## src/rtl/io_pattern_vip.sv

```systemverilog
// io_pattern_vip: plays a stored pattern of (value, hold) entries onto io_o
// and independently reports every change seen on io_i.
module io_pattern_vip #(
    parameter int WIDTH  = 8,
    parameter int DEPTH  = 16,
    parameter int HOLD_W = 16
) (
    input  logic                   clk,
    input  logic                   resetn,
    input  logic                   wr_valid,
    output logic                   wr_ready,
    input  logic [WIDTH-1:0]       wr_data,
    input  logic [HOLD_W-1:0]      wr_hold,
    input  logic                   clear,
    input  logic                   start,
    input  logic                   stop,
    input  logic                   loop_en,
    output logic                   busy,
    output logic                   done,
    output logic [$clog2(DEPTH):0] entry_cnt,
    output logic [WIDTH-1:0]       io_o,
    input  logic [WIDTH-1:0]       io_i,
    output logic                   chg_valid,
    output logic [WIDTH-1:0]       chg_data,
    output logic [WIDTH-1:0]       chg_mask,
    output logic [15:0]            chg_count
);
    localparam int AW = $clog2(DEPTH);
    localparam logic [AW:0] FULL = DEPTH[AW:0];
    localparam logic [AW:0] C1 = 1;
    localparam logic [AW-1:0] I1 = 1;
    localparam logic [HOLD_W-1:0] H1 = 1;
    typedef enum logic {IDLE, DRIVE} state_t;
    state_t state;
    logic [WIDTH-1:0] data_mem [DEPTH];
    logic [HOLD_W-1:0] hold_mem [DEPTH];
    logic [AW-1:0] idx, nxt_idx;
    logic [HOLD_W-1:0] hold_cnt;
    logic [WIDTH-1:0] io_q;
    logic last;

    function automatic logic [HOLD_W-1:0] hmax(input logic [HOLD_W-1:0] h);
        return h == '0 ? H1 : h;
    endfunction

    assign busy = state == DRIVE;
    assign wr_ready = !busy && entry_cnt < FULL;
    assign last = {1'b0, idx} + C1 == entry_cnt;
    assign nxt_idx = last ? '0 : idx + I1;

    always_ff @(posedge clk)
        if (wr_valid && wr_ready && !clear) begin
            data_mem[entry_cnt[AW-1:0]] <= wr_data;
            hold_mem[entry_cnt[AW-1:0]] <= wr_hold;
        end

    always_ff @(posedge clk or negedge resetn) begin
        if (!resetn) begin
            state     <= IDLE;
            done      <= 1'b0;
            io_o      <= '0;
            entry_cnt <= '0;
            idx       <= '0;
            hold_cnt  <= '0;
        end else begin
            done <= 1'b0;
            if (state == IDLE) begin
                if (clear)
                    entry_cnt <= '0;
                else if (wr_valid && wr_ready)
                    entry_cnt <= entry_cnt + C1;
                if (start && entry_cnt != '0) begin
                    state    <= DRIVE;
                    idx      <= '0;
                    io_o     <= data_mem[0];
                    hold_cnt <= hmax(hold_mem[0]);
                end
            end else if (stop) begin
                state <= IDLE;
                done  <= 1'b1;
            end else if (hold_cnt == H1) begin
                // loop_en only matters here, at the wrap from the last entry
                if (last && !loop_en) begin
                    state <= IDLE;
                    done  <= 1'b1;
                end else begin
                    idx      <= nxt_idx;
                    io_o     <= data_mem[nxt_idx];
                    hold_cnt <= hmax(hold_mem[nxt_idx]);
                end
            end else begin
                hold_cnt <= hold_cnt - H1;
            end
        end
    end

    always_ff @(posedge clk or negedge resetn) begin
        if (!resetn) begin
            io_q      <= '0;
            chg_valid <= 1'b0;
            chg_data  <= '0;
            chg_mask  <= '0;
            chg_count <= '0;
        end else begin
            io_q      <= io_i;
            chg_valid <= io_i != io_q;
            if (io_i != io_q) begin
                chg_data <= io_i;
                chg_mask <= io_i ^ io_q;
                if (chg_count != 16'hFFFF)
                    chg_count <= chg_count + 16'd1;
            end
        end
    end
endmodule

```

## config.mk

```make
export PLATFORM = sky130hd
export DESIGN_NAME = io_pattern_vip
export DESIGN_NICKNAME = d
export VERILOG_FILES = /design/src/rtl/io_pattern_vip.sv
export SDC_FILE = /design/constraint.sdc
export NUM_CORES = 1
export LEC_CHECK = 0
export CAP_MARGIN = 20
export CORE_MARGIN = 4
export CORE_UTILIZATION = 60
export CTS_BUF_LIST = sky130_fd_sc_hd__clkbuf_8
export CTS_CLUSTER_SIZE = 16
export DETAILED_ROUTE_END_ITERATION = 8
export GPL_ROUTABILITY_DRIVEN = 0
export PLACE_DENSITY_LB_ADDON = 0.12
export SKIP_LAST_GASP = 1
export SYNTH_ARGS = -nofsm -noshare
export SYNTH_HDL_FRONTEND = slang
export SYNTH_SLANG_ARGS = --single-unit
```

## constraint.sdc

```tcl
create_clock -name clk -period 6.5 [get_ports clk]
set_input_delay 0.65 -clock clk [delete_from_list [all_inputs] [get_ports clk]]
set_output_delay 0.65 -clock clk [all_outputs]
set_load 0.01 [all_outputs]
```

==> impl_metrics.prom <==
# TYPE chip_impl_metric gauge
chip_impl_metric{name="post_route_cells_drive_above_1_share",unit=""} 0.144
chip_impl_metric{name="synth_adder_area_share",unit=""} 0.00520
chip_impl_metric{name="die_h",unit="um"} 187
chip_impl_metric{name="maximum_net_fanout_on_the_critical_path",unit=""} 38
chip_impl_metric{name="floorplan.die_area",unit="um2"} 35000
chip_impl_info{name="worstSetupEndpointType",value="register"} 1
chip_impl_metric{name="filler_cell_count",unit=""} 2187
chip_impl_metric{name="r2r_cells",unit=""} 9
chip_impl_metric{name="timing.final.setup_violations",unit=""} 0
chip_impl_metric{name="number_of_enable_flip_flop_cells_after_synthesis",unit=""} 384
chip_impl_metric{name="drt_first_pass_iters",unit=""} 5
chip_impl_metric{name="numClockSinks",unit=""} 460
chip_impl_metric{name="floorplan.core_area",unit="um2"} 31600
chip_impl_metric{name="report.final.hold_viol_count",unit=""} 0
chip_impl_metric{name="dp_hpwl",unit="um"} 29200
chip_impl_metric{name="power.combinational.fraction",unit=""} 0.306
chip_impl_metric{name="netSwitchingFraction",unit=""} 0.347
chip_impl_metric{name="leakage_component_of_the_power",unit="nW"} 7.57
chip_impl_metric{name="post_synth_num_cell_types",unit=""} 71
chip_impl_metric{name="cts_post_setup_buffers_inserted",unit=""} 0
chip_impl_metric{name="sequential_group_share_of_total_power",unit=""} 0.424
chip_impl_info{name="largest_family_of_logic_cells_by_synthesized_area",value="compound AO/OA/AOI/OAI gates"} 1
chip_impl_metric{name="power.ir.vdd_worst",unit="mV"} 0.183
chip_impl_metric{name="worst_ep_required_time",unit="ns"} 6.98
chip_impl_metric{name="synth_simple_gate_area_share",unit=""} 0.0755
chip_impl_metric{name="worst_slew_pin_slew",unit="ns"} 1.13
chip_impl_metric{name="register_bit_count_reported_by_yosys",unit=""} 460
chip_impl_info{name="clock_tree.root_cell",value="sky130_fd_sc_hd__clkbuf_8"} 1
chip_impl_metric{name="clock_power_share",unit=""} 0.270
chip_impl_metric{name="cts_inserted_buffers",unit=""} 74
chip_impl_info{name="run_status",value="finished clean"} 1
chip_impl_metric{name="design.final.nets",unit=""} 1496
chip_impl_metric{name="worst_case_clock_buffer_depth",unit=""} 3
chip_impl_metric{name="number_of_buffers_inserted_by_port_buffering",unit=""} 87
chip_impl_metric{name="synth_area",unit="um2"} 19300
chip_impl_metric{name="min_period_over_period",unit=""} 0.798
chip_impl_metric{name="total_routing_resource_utilization_after_global_routing",unit=""} 0.281
chip_impl_metric{name="number_of_remaining_drc_errors",unit=""} 0
chip_impl_metric{name="synth.net_count",unit=""} 1386
chip_impl_metric{name="detail_route.iter0.violations",unit=""} 1480
chip_impl_metric{name="pin_count_of_the_biggest_net_entering_global_routing",unit=""} 77
chip_impl_metric{name="number_of_core_rows",unit=""} 65
chip_impl_metric{name="synthMuxAreaShare",unit=""} 0.0608
chip_impl_metric{name="die_w",unit="um"} 187
chip_impl_info{name="critical_path_class",value="register to register"} 1
chip_impl_metric{name="power.total",unit="mW"} 8.46
chip_impl_metric{name="postLayoutSetupSlackWorst",unit="ns"} 1.31
chip_impl_metric{name="initial_utilization",unit=""} 0.609
chip_impl_metric{name="ios",unit=""} 88
chip_impl_metric{name="seq_area_frac_synth",unit=""} 0.698
chip_impl_metric{name="area_growth",unit="%"} 14.8
chip_impl_metric{name="insertion_delay",unit="ns"} 0.62
chip_impl_metric{name="fmax",unit="GHz"} 0.193
chip_impl_info{name="mostFrequentLayoutCells",value="sky130_fd_sc_hd__edfxtp_1, sky130_fd_sc_hd__clkdlybuf4s50_1, sky130_fd_sc_hd__clkbuf_8"} 1
chip_impl_metric{name="netSwitchingPower",unit="mW"} 2.94
chip_impl_metric{name="cts.reportedPaths.clkPinSlew",unit="ns"} 0.06
chip_impl_metric{name="synth_compound_area_frac",unit=""} 0.121
chip_impl_metric{name="post_synth_inst_count",unit=""} 1339
chip_impl_metric{name="async_flop_share",unit=""} 0.165
chip_impl_metric{name="synth-warning-count",unit=""} 0
chip_impl_metric{name="htree_levels",unit=""} 3
chip_impl_metric{name="power-per-cell-area",unit="nW/um2"} 383
chip_impl_info{name="tritoncts",value="yes"} 1
chip_impl_metric{name="ctsResizeCount",unit=""} 0
chip_impl_metric{name="timing.critical_path.arrival",unit="ns"} 5.67
chip_impl_metric{name="avgViaCountPerCell",unit=""} 6.56
chip_impl_info{name="rsz0062_at_grt",value="false"} 1
chip_impl_info{name="commonest_non_fill_non_tap_cell_in_the_layout",value="sky130_fd_sc_hd__edfxtp_1"} 1
chip_impl_metric{name="grt_pass1_wl",unit="um"} 75800
chip_impl_metric{name="per_instance_average_area_after_synthesis",unit="um2"} 14.4
chip_impl_metric{name="maxSlewViolCount",unit=""} 0
chip_impl_info{name="hold_class",value="input port to asynchronous set/reset pin"} 1
chip_impl_metric{name="post_drt_wl_per_cell",unit="um"} 26.1
chip_impl_info{name="synthFlopType",value="sky130_fd_sc_hd__edfxtp_1"} 1
chip_impl_metric{name="dr_total_vias",unit=""} 12500
chip_impl_metric{name="internal_power",unit="mW"} 5.52
chip_impl_metric{name="clock_skew",unit="ns"} 0.0388
chip_impl_metric{name="setup-tns-final",unit="ns"} 0
chip_impl_metric{name="antenna_found_initial",unit=""} 2
chip_impl_metric{name="dp_worst_setup_slack",unit="ns"} 1.53
chip_impl_info{name="timing.critical_path.from_type",value="register"} 1
chip_impl_metric{name="grt_pass1_vias",unit=""} 12300
chip_impl_metric{name="min_period",unit="ns"} 5.19
chip_impl_metric{name="global_route.overflow_total",unit=""} 0
chip_impl_metric{name="routed_wl",unit="um"} 49800
chip_impl_metric{name="relative_slew_slack",unit=""} 0.241
chip_impl_metric{name="route.antenna.remaining_nets",unit=""} 0
chip_impl_metric{name="max-cap-violations",unit=""} 0
chip_impl_metric{name="synth-xor-area-share",unit=""} 0.0190
==> per-layer routing <==
metal / vias up / wire (um) / track usage
met4: 0 / 1080 / 0.0830
met3: 100 / 5110 / 0.0564
li1: 5478 / - / -
met5: - / 0 / 0
met1: 6220 / 21100 / 0.427
met2: 743 / 22600 / 0.420
==> power groups by stage <==
stage / combinational (mW) / clock, mW / sequential (mW)
2_1_floorplan: 1.65 / 0 / 3.60
3_3_place_gp: 2.48 / 0 / 3.63
3_5_place_dp: 2.52 / 0 / 3.64
4_1_cts: 2.53 / 2.32 / 3.58
5_1_grt: 2.77 / 2.46 / 3.60
6_report: 2.59 / 2.29 / 3.58
==> registers in the layout, summed over array words and instances (netlist names) <==
register and flops:
busy 1, hold_mem 256, io_q 8, data_mem 128, chg_data 8, done 1, chg_valid 1, io_o 8
hold_cnt 16, chg_count 16, idx 4, chg_mask 8, entry_cnt 5
==> worst max-delay path, cell delays in order (launching register included) <==
cell	delay, ns
sky130_fd_sc_hd__dfrtp_4	0.76
sky130_fd_sc_hd__ha_2	0.34
sky130_fd_sc_hd__xnor2_1	0.32
sky130_fd_sc_hd__o211ai_1	0.56
sky130_fd_sc_hd__a211o_1	0.80
sky130_fd_sc_hd__nand2_1	0.63
sky130_fd_sc_hd__nor2_1	1.03
sky130_fd_sc_hd__a21boi_0	0.31
sky130_fd_sc_hd__a2111oi_0	0.11
sky130_fd_sc_hd__a21o_1	0.20
==> final cells by class <==
class | count | area (um2) | share of cell area
Sequential cell | 460 | 13400 | 0.608
Multi-Input combinational cell | 776 | 5550 | 0.251
Timing Repair Buffer | 120 | 1170 | 0.0531
Clock buffer | 80 | 1100 | 0.0498
Tap cell | 402 | 503 | 0.0227
Clock inverter | 54 | 278 | 0.0126
Inverter | 17 | 63.8 | 0.00289
Antenna cell | 2 | 5.00 | 0.000226
==> synthesized netlist by cell type, drive strengths merged, types with 5 or more instances <==
cell type  number  area, um2
nor4            6       37.5
or3            19        119
nand2          78        293
dfrtp          76       1900
ha              8        100
o221ai          5       43.8
a21oi          36        180
nand4           6       37.5
nor2           88        333
a211o           6       52.6
edfxtp        384      11500
xnor2          17        149
a32oi           5       43.8
mux4            7        158
buf            23        103
a221oi         17        149
mux2           50        563
inv            17       63.8
o21ai          41        205
a221o          14        140
a21o           17        128
mux2i          45        450
o311ai         17        149
o31ai           5       37.5
a21boi         16        120
a22o            9       78.8
a31oi          18        113
a211oi         26        205
nor2b           5       31.3
nor3           37        185
clkbuf         63        236
and2           12       75.1
nand3          38        190
xor2           24        218
and3            7       43.8
o211ai         31        233
a22oi           6       45.0
a2111oi         9       78.8
==> final timing paths <==
| check | start | to | slack (ns) |
|---|---|---|---|
| min in group clk | chg_mask[3] | chg_mask[3] | 0.48 |
| max reg2reg | idx[0] | io_o[4] | 1.31 |
| max | idx[0] | io_o[4] | 1.31 |
| min reg2reg | chg_mask[3] | chg_mask[3] | 0.48 |
| min | resetn | entry_cnt[4] | 0.42 |
| max in group asynchronous | resetn | idx[0] | 5.48 |
==> timing repair <==
| item | 4_1_cts | 5_1_grt |
|---|---|---|
| hold endpoints to repair | 0 | 6 |
| setup endpoints to repair | 0 | 0 |
| hold buffers | 0 | 1 |
==> kinds of logic after synthesis <==
logic type / count (synthesis)
AOI/OAI and AO/OA: 315
and+or+nand+nor: 310
adders and majority gates: 8
xor gates and xnor gates: 41
muxes: 102
buffers and inverters: 103
DFF: 460
==> metrics by stage <==
step / cells / instance area (um2) / utilization / hold slack [ns]
floorplan: 1339 / 19300 / - / 0.354
global placement: 1768 / 20600 / 0.652 / 0.458
detailed placement: 1771 / 20700 / 0.653 / 0.465
CTS: 1905 / 22000 / 0.696 / 0.237
global route: 1910 / 22100 / 0.699 / 0.413
finish: 1911 / 22100 / 0.699 / 0.425
(Power assumes the default switching activity.)
